===== config.mk =====
export PLATFORM = sky130hd
export DESIGN_NAME = mc_control_unit
export DESIGN_NICKNAME = d
export VERILOG_FILES = /design/src/rtl/mc_control_unit.sv
export SDC_FILE = /design/constraint.sdc
export NUM_CORES = 1
export LEC_CHECK = 0
export ABC_AREA = 1
export BUFFER_PORTS_ARGS = -buffer_cell sky130_fd_sc_hd__buf_2
export CORE_MARGIN = 8
export CORE_UTILIZATION = 49
export CTS_BUF_LIST = sky130_fd_sc_hd__clkbuf_2
export DETAILED_ROUTE_END_ITERATION = 10
export PLACE_DENSITY = 0.78
export SYNTH_ARGS = -nofsm -noshare
export SYNTH_HDL_FRONTEND = slang
export SYNTH_SLANG_ARGS = --single-unit

===== constraint.sdc =====
create_clock -name clk -period 1.4 [get_ports clk]
set_input_delay 0.14 -clock clk [delete_from_list [all_inputs] [get_ports clk]]
set_output_delay 0.14 -clock clk [all_outputs]
set_load 0.01 [all_outputs]

===== src/rtl/mc_control_unit.sv =====
// rtl/mc_control_unit.sv - multi-cycle sequencer for the 16-bit MIPS datapath
//
// Purpose:
//   Steps each instruction through fetch / decode / execute / memory /
//   writeback, drives every datapath enable and mux select, handshakes with
//   the shared instruction/data memory port and counts retired instructions.
//
// Ports:
//   clk, rst_n            clock (rising edge), asynchronous active-low reset
//   opcode                instruction[15:13] from the IR
//   zero                  ALU zero flag (branch decision)
//   mem_ready             memory completes the current request this cycle
//   mem_req/mem_we/iord   memory request, write strobe, address select
//   ir_write/pc_write     IR and PC load enables
//   pc_src                PC source: ALU result / ALUOut / jump target
//   alu_src_a/alu_src_b   ALU operand selects
//   alu_op                add / sub / use funct
//   reg_write/reg_dst     register-file write enable and destination select
//   mem_to_reg            writeback source: ALUOut or MDR
//   halted                core halted (sticky until reset)
//   retired               retired-instruction count, wraps modulo 2^RETIRE_W
//   state_dbg             current state encoding
module mc_control_unit #(
  parameter int RETIRE_W = 16
) (
  input  logic                clk,
  input  logic                rst_n,
  input  logic [2:0]          opcode,
  input  logic                zero,
  input  logic                mem_ready,
  output logic                mem_req,
  output logic                mem_we,
  output logic                iord,
  output logic                ir_write,
  output logic                pc_write,
  output logic [1:0]          pc_src,
  output logic                alu_src_a,
  output logic [1:0]          alu_src_b,
  output logic [1:0]          alu_op,
  output logic                reg_write,
  output logic                reg_dst,
  output logic                mem_to_reg,
  output logic                halted,
  output logic [RETIRE_W-1:0] retired,
  output logic [3:0]          state_dbg
);

  typedef enum logic [3:0] {
    RESET_S   = 4'd0,
    FETCH     = 4'd1,
    DECODE    = 4'd2,
    EXEC_R    = 4'd3,
    WB_R      = 4'd4,
    EXEC_ADDR = 4'd5,
    WB_I      = 4'd6,
    MEM_RD    = 4'd7,
    WB_MEM    = 4'd8,
    MEM_WR    = 4'd9,
    BRANCH    = 4'd10,
    JUMP      = 4'd11,
    HALT_S    = 4'd12
  } state_e;

  localparam logic [2:0] OP_R    = 3'b000;
  localparam logic [2:0] OP_ADDI = 3'b001;
  localparam logic [2:0] OP_LW   = 3'b010;
  localparam logic [2:0] OP_SW   = 3'b011;
  localparam logic [2:0] OP_BEQ  = 3'b100;
  localparam logic [2:0] OP_J    = 3'b101;
  localparam logic [2:0] OP_NOP  = 3'b110;
  localparam logic [2:0] OP_HALT = 3'b111;

  localparam logic [RETIRE_W-1:0] RETIRE_ONE = RETIRE_W'(1);

  state_e                state_q, state_d;
  logic [2:0]            opcode_q;
  logic [RETIRE_W-1:0]   retired_q, retired_d;
  logic                  retire_inc;

  // State register. The opcode is captured while in DECODE so that the
  // EXEC_ADDR fan-out is immune to the IR changing underneath it.
  always_ff @(posedge clk or negedge rst_n) begin
    if (!rst_n) begin
      state_q   <= RESET_S;
      opcode_q  <= 3'b000;
      retired_q <= '0;
    end else begin
      state_q   <= state_d;
      retired_q <= retired_d;
      if (state_q == DECODE) begin
        opcode_q <= opcode;
      end
    end
  end

  // Next-state and retire decision.
  always_comb begin
    state_d    = state_q;
    retire_inc = 1'b0;
    case (state_q)
      RESET_S: state_d = FETCH;
      FETCH: begin
        if (mem_ready) state_d = DECODE;
      end
      DECODE: begin
        // Live opcode here: this is the same edge that captures opcode_q.
        case (opcode)
          OP_R:                   state_d = EXEC_R;
          OP_ADDI, OP_LW, OP_SW:  state_d = EXEC_ADDR;
          OP_BEQ:                 state_d = BRANCH;
          OP_J:                   state_d = JUMP;
          OP_NOP: begin
            state_d    = FETCH;
            retire_inc = 1'b1;
          end
          OP_HALT:                state_d = HALT_S;
          default:                state_d = FETCH;
        endcase
      end
      EXEC_R: state_d = WB_R;
      WB_R: begin
        state_d    = FETCH;
        retire_inc = 1'b1;
      end
      EXEC_ADDR: begin
        case (opcode_q)
          OP_ADDI: state_d = WB_I;
          OP_LW:   state_d = MEM_RD;
          OP_SW:   state_d = MEM_WR;
          default: state_d = FETCH;
        endcase
      end
      WB_I: begin
        state_d    = FETCH;
        retire_inc = 1'b1;
      end
      MEM_RD: begin
        if (mem_ready) state_d = WB_MEM;
      end
      WB_MEM: begin
        state_d    = FETCH;
        retire_inc = 1'b1;
      end
      MEM_WR: begin
        if (mem_ready) begin
          state_d    = FETCH;
          retire_inc = 1'b1;
        end
      end
      BRANCH: begin
        state_d    = FETCH;
        retire_inc = 1'b1;
      end
      JUMP: begin
        state_d    = FETCH;
        retire_inc = 1'b1;
      end
      HALT_S:  state_d = HALT_S;
      default: state_d = FETCH;
    endcase
  end

  always_comb begin
    retired_d = retired_q;
    if (retire_inc) retired_d = retired_q + RETIRE_ONE;
  end

  // Outputs are a pure decode of the current state, so an asynchronous reset
  // drops any pending request without waiting for a clock edge.
  always_comb begin
    mem_req    = 1'b0;
    mem_we     = 1'b0;
    iord       = 1'b0;
    ir_write   = 1'b0;
    pc_write   = 1'b0;
    pc_src     = 2'b00;
    alu_src_a  = 1'b0;
    alu_src_b  = 2'b00;
    alu_op     = 2'b00;
    reg_write  = 1'b0;
    reg_dst    = 1'b0;
    mem_to_reg = 1'b0;
    halted     = 1'b0;
    case (state_q)
      FETCH: begin
        mem_req   = 1'b1;
        alu_src_b = 2'b01;
        // PC+1 is written together with the IR on the completing cycle.
        if (mem_ready) begin
          ir_write = 1'b1;
          pc_write = 1'b1;
        end
      end
      DECODE: begin
        alu_src_b = 2'b10;
      end
      EXEC_R: begin
        alu_src_a = 1'b1;
        alu_op    = 2'b10;
      end
      WB_R: begin
        reg_write = 1'b1;
        reg_dst   = 1'b1;
      end
      EXEC_ADDR: begin
        alu_src_a = 1'b1;
        alu_src_b = 2'b10;
      end
      WB_I: begin
        reg_write = 1'b1;
      end
      MEM_RD: begin
        mem_req = 1'b1;
        iord    = 1'b1;
      end
      WB_MEM: begin
        reg_write  = 1'b1;
        mem_to_reg = 1'b1;
      end
      MEM_WR: begin
        mem_req = 1'b1;
        iord    = 1'b1;
        mem_we  = 1'b1;
      end
      BRANCH: begin
        alu_src_a = 1'b1;
        alu_op    = 2'b01;
        pc_src    = 2'b01;
        pc_write  = zero;
      end
      JUMP: begin
        pc_write = 1'b1;
        pc_src   = 2'b10;
      end
      HALT_S: begin
        halted = 1'b1;
      end
      default: ;
    endcase
  end

  assign retired   = retired_q;
  assign state_dbg = state_q;

endmodule


==> reports/results.tsv <==
metric	value	unit
sequential area share after synthesis	35.7	%
Critical Path Start	state_dbg[2]	
kind of cell adding the most delay to the critical path	flip-flops	
clock transition at the registers of the reported paths	260	ps
number of hold violations in the final report	0	
warning count from the yosys run	0	
count of non-filler cells in the finished layout	362	
die area	0.00538	mm2
layout cell share with drive strength beyond 1	36.1	%
sum of buffers and inverters on the critical path	2	
Sequential Power Share	27.0	%
mapped cell area	0.00161	mm2
number of cells traversed by the worst hold path	3	
clock buffer count from CTS	3	
GRT Overall Usage	18.4	%
# placed instances	346	
min-delay worst type	input port to flop	
Rel. slew slack	63.8	%
FF-to-FF path depth	9	
leakage component of the power	0.00126	uW
via count	1859	
drt drc	0	
clock tree root buffer cell	sky130_fd_sc_hd__clkbuf_2	
Final Slew Violations	0	
dominant cells by area after synthesis	sky130_fd_sc_hd__dfrtp_1 (36%), sky130_fd_sc_hd__nand2_1 (22%), sky130_fd_sc_hd__nand3_1 (8.7%), sky130_fd_sc_hd__nor2_1 (6.3%), sky130_fd_sc_hd__inv_1 (6.1%)	
number of detailed-routing iterations run before antenna repair	4	
class of the most critical setup path	flop to output port	
max-cap violation count	0	
power per cell area	1650	mW/mm2
setup repair after global routing missed its margin	yes	
Final Cycle Share	128	%
required time of the worst setup path	1260	ps
Core Region	0.00326	mm2
number of synthesized flops with an enable pin	0	
maximum resistive drop on vdd	1.34	mV
nature of the critical path endpoint	output port	
Max Buffers Root-to-Sink	2	
Worst Clk Skew	34.6	ps
net switching fraction of the power	48.1	%
clock tree from TritonCTS	built	
mean number of vias per cell	5.14	
nets in the synthesized netlist	253	
antenna diode instance count	0	
shortest clock period the worst path allows after layout	1790	ps
Reg-to-Reg End	retired[6]	
most numerous cell in the Yosys netlist	sky130_fd_sc_hd__nand2_1	
result of the run	complete, but fails checks	
average size of a mapped cell	6.57	um2
number of placed I/O pins	43	
power share of the clock group	8.1	%
max frequency	560	MHz
first-pass GRT wire length	7920	um
Worst Path Max Fanout	5	
Synth Instances	245	
dominant register cell in the synthesized netlist	sky130_fd_sc_hd__dfrtp_1	
wire length reported by the detailed router	5000	um
final setup margin	-386	ps
area added between synthesis and finish	39.5	%
number of core rows	21	
sum of net half-perimeters after detailed placement	3180	um
Min-Delay Startpoint	opcode[1]	
switching power	1780	uW
final weighted congestion of routability-driven global placement	0.849	
Synth top area share	35.7	%
DRT antenna net count	0	
distinct cell type count of the synthesized netlist	24	
number of synthesized register bits	23	
Placement Cell Area	0.00199	mm2
internal power	1920	uW
starting utilization of the core area	49.4	%
cells along the critical path	nor2_4 > buf_4 > nand2_2 > o21ai_1 > buf_2	
IO Port Bufs	42	
vertical die dimension	73.3	um
Post-synth top cells	sky130_fd_sc_hd__nand2_1 (95), sky130_fd_sc_hd__nand3_1 (28), sky130_fd_sc_hd__nor2_1 (27)	
maximum number of pins on one net before global-route repair	24	
crit start category	flop	
endpoint arrival time on the critical path	1650	ps
beginning of the worst register-to-register path	state_dbg[3]	
sinks on the clock net	23	
slack of the worst reg-to-reg path	-190	ps
Iter 0 DRT Violations	129	
total overflow reported by the global router	0	
clock network latency to the later pin of the worst-skew pair	370	ps
vias in the first global route	1666	
die span in x	73.3	um
slowest library cell on the worst path	sky130_fd_sc_hd__dfrtp_2	
final net count	325	
violations in the final reports	negative setup slack	
post-layout instance area	0.00225	mm2
slowest stage delay, CP	520	ps
logic gate share of total power	64.9	%
top cell type by total area after synthesis	sky130_fd_sc_hd__dfrtp_1	
share of flip-flops with an asynchronous set or reset after synthesis	100	%
Avg WL per Cell	13.8	um
transition time at the pin with the least slew margin	544	ps
level count of the clock H-tree	1	
Setup-failing EPs final	35	
number of antenna violations at the first check in global routing	0	
endpoint with the worst hold slack	opcode_q[1]	
## metal layers
| layer | vias up | part of all wire, % | wire length, um | global-route usage [%] |
|---|---|---|---|---|
| met1 | 872 | 41 | 2060 | 23.1 |
| met4 | 0 | 2.0 | 101 | 5.10 |
| met2 | 60 | 51 | 2540 | 31.6 |
| met5 | - | 0 | 0 | 0 |
| li1 | 917 | - | - | - |
| met3 | 10 | 6.0 | 302 | 3.00 |
## registers in the layout, indices dropped and copies added (netlist names)
signal	cells
retired	16
state_dbg	4
opcode_q	3
## worst register-to-register path: cells and delay by family, from the launching register on
kind	cells	cell delay, ps
flip-flops	1	520
buffers and inverters	2	240
AND/OR/NAND/NOR	7	710
## final cells by class
| class | count | area [um2] |
|---|---|---|
| clock buffers | 4 | 20.0 |
| fillers | 276 | 1010 |
| inverters | 29 | 116 |
| multi-input cells | 189 | 976 |
| flip-flops and latches | 23 | 581 |
| well taps | 46 | 57.6 |
| repair buffers | 71 | 495 |
## per-stage QoR
| stage | total power [uW] | utilization [%] | TNS, ps | hold WS [ps] | setup WS (ps) |
|---|---|---|---|---|---|
| 2_1_floorplan | 2030 | - | 0 | -156 | 1.78 |
| 3_3_place_gp | 2740 | 61.1 | 0 | 146 | 11.8 |
| 3_5_place_dp | 2770 | 61.1 | -25.0 | 148 | -12.3 |
| 4_1_cts | 3320 | 65.6 | -4090 | 68.2 | -225 |
| 5_1_grt | 3960 | 68.9 | -9260 | 63.2 | -428 |
| 6_report | 3700 | 68.9 | -6720 | 83.4 | -386 |
## power by group through the flow
| stage | combinational [uW] | clock (uW) | sequential, uW |
|---|---|---|---|
| detailed placement | 1800 | 0 | 965 |
| floorplan | 1020 | 0 | 1010 |
| global route | 2600 | 337 | 1020 |
| finish | 2400 | 301 | 998 |
| CTS | 2050 | 295 | 982 |
| global placement | 1790 | 0 | 953 |
## worst max-delay path by stage
stage	to	slack (ps)	cells past startpoint
2_1_floorplan	retired[11]	2	7
3_3_place_gp	state_dbg[3]	10	8
3_5_place_dp	retired[9]	-10	8
4_1_cts	pc_write	-230	7
5_1_grt	pc_write	-430	7
6_report	pc_write	-390	5
## cell usage in the layout, fill, tap and decap left out, types with 3 or more instances in the layout
master                     instances
sky130_fd_sc_hd__nand2_2           8
sky130_fd_sc_hd__clkbuf_2          4
sky130_fd_sc_hd__dfrtp_1          19
sky130_fd_sc_hd__o21ai_0           5
sky130_fd_sc_hd__nor2_2            3
sky130_fd_sc_hd__nor2_4            6
sky130_fd_sc_hd__buf_4            23
sky130_fd_sc_hd__nor2_1           20
sky130_fd_sc_hd__buf_2            36
sky130_fd_sc_hd__inv_1            18
sky130_fd_sc_hd__buf_6            10
sky130_fd_sc_hd__dfrtp_2           4
sky130_fd_sc_hd__xor2_1            5
sky130_fd_sc_hd__inv_2             8
sky130_fd_sc_hd__nand4_1           8
sky130_fd_sc_hd__nand2_4           3
sky130_fd_sc_hd__inv_4             3
sky130_fd_sc_hd__nand3_1          27
sky130_fd_sc_hd__nand2_1          87
sky130_fd_sc_hd__a21oi_1           4
## logic make-up (layout without fill, tap and decap cells)
group / Yosys count / count (layout) / synth area share (%)
simple gates: 169 / 169 / 47.2
buf+inv: 33 / 104 / 8.70
flops: 23 / 23 / 35.7
compound gates: 12 / 12 / 3.73
xor+xnor: 7 / 7 / 3.81
fa+ha+maj: 1 / 1 / 0.777
## repair_timing
action | in CTS | in global routing
buffers inserted | 4 | 7
gates resized for setup | 29 | 21
hold buffers | 1 | 0
endpoints found under the setup margin | 33 | 34
endpoints found under the hold margin | 23 | 0
pin swaps | 3 | 6
(Power assumes the default switching activity.)
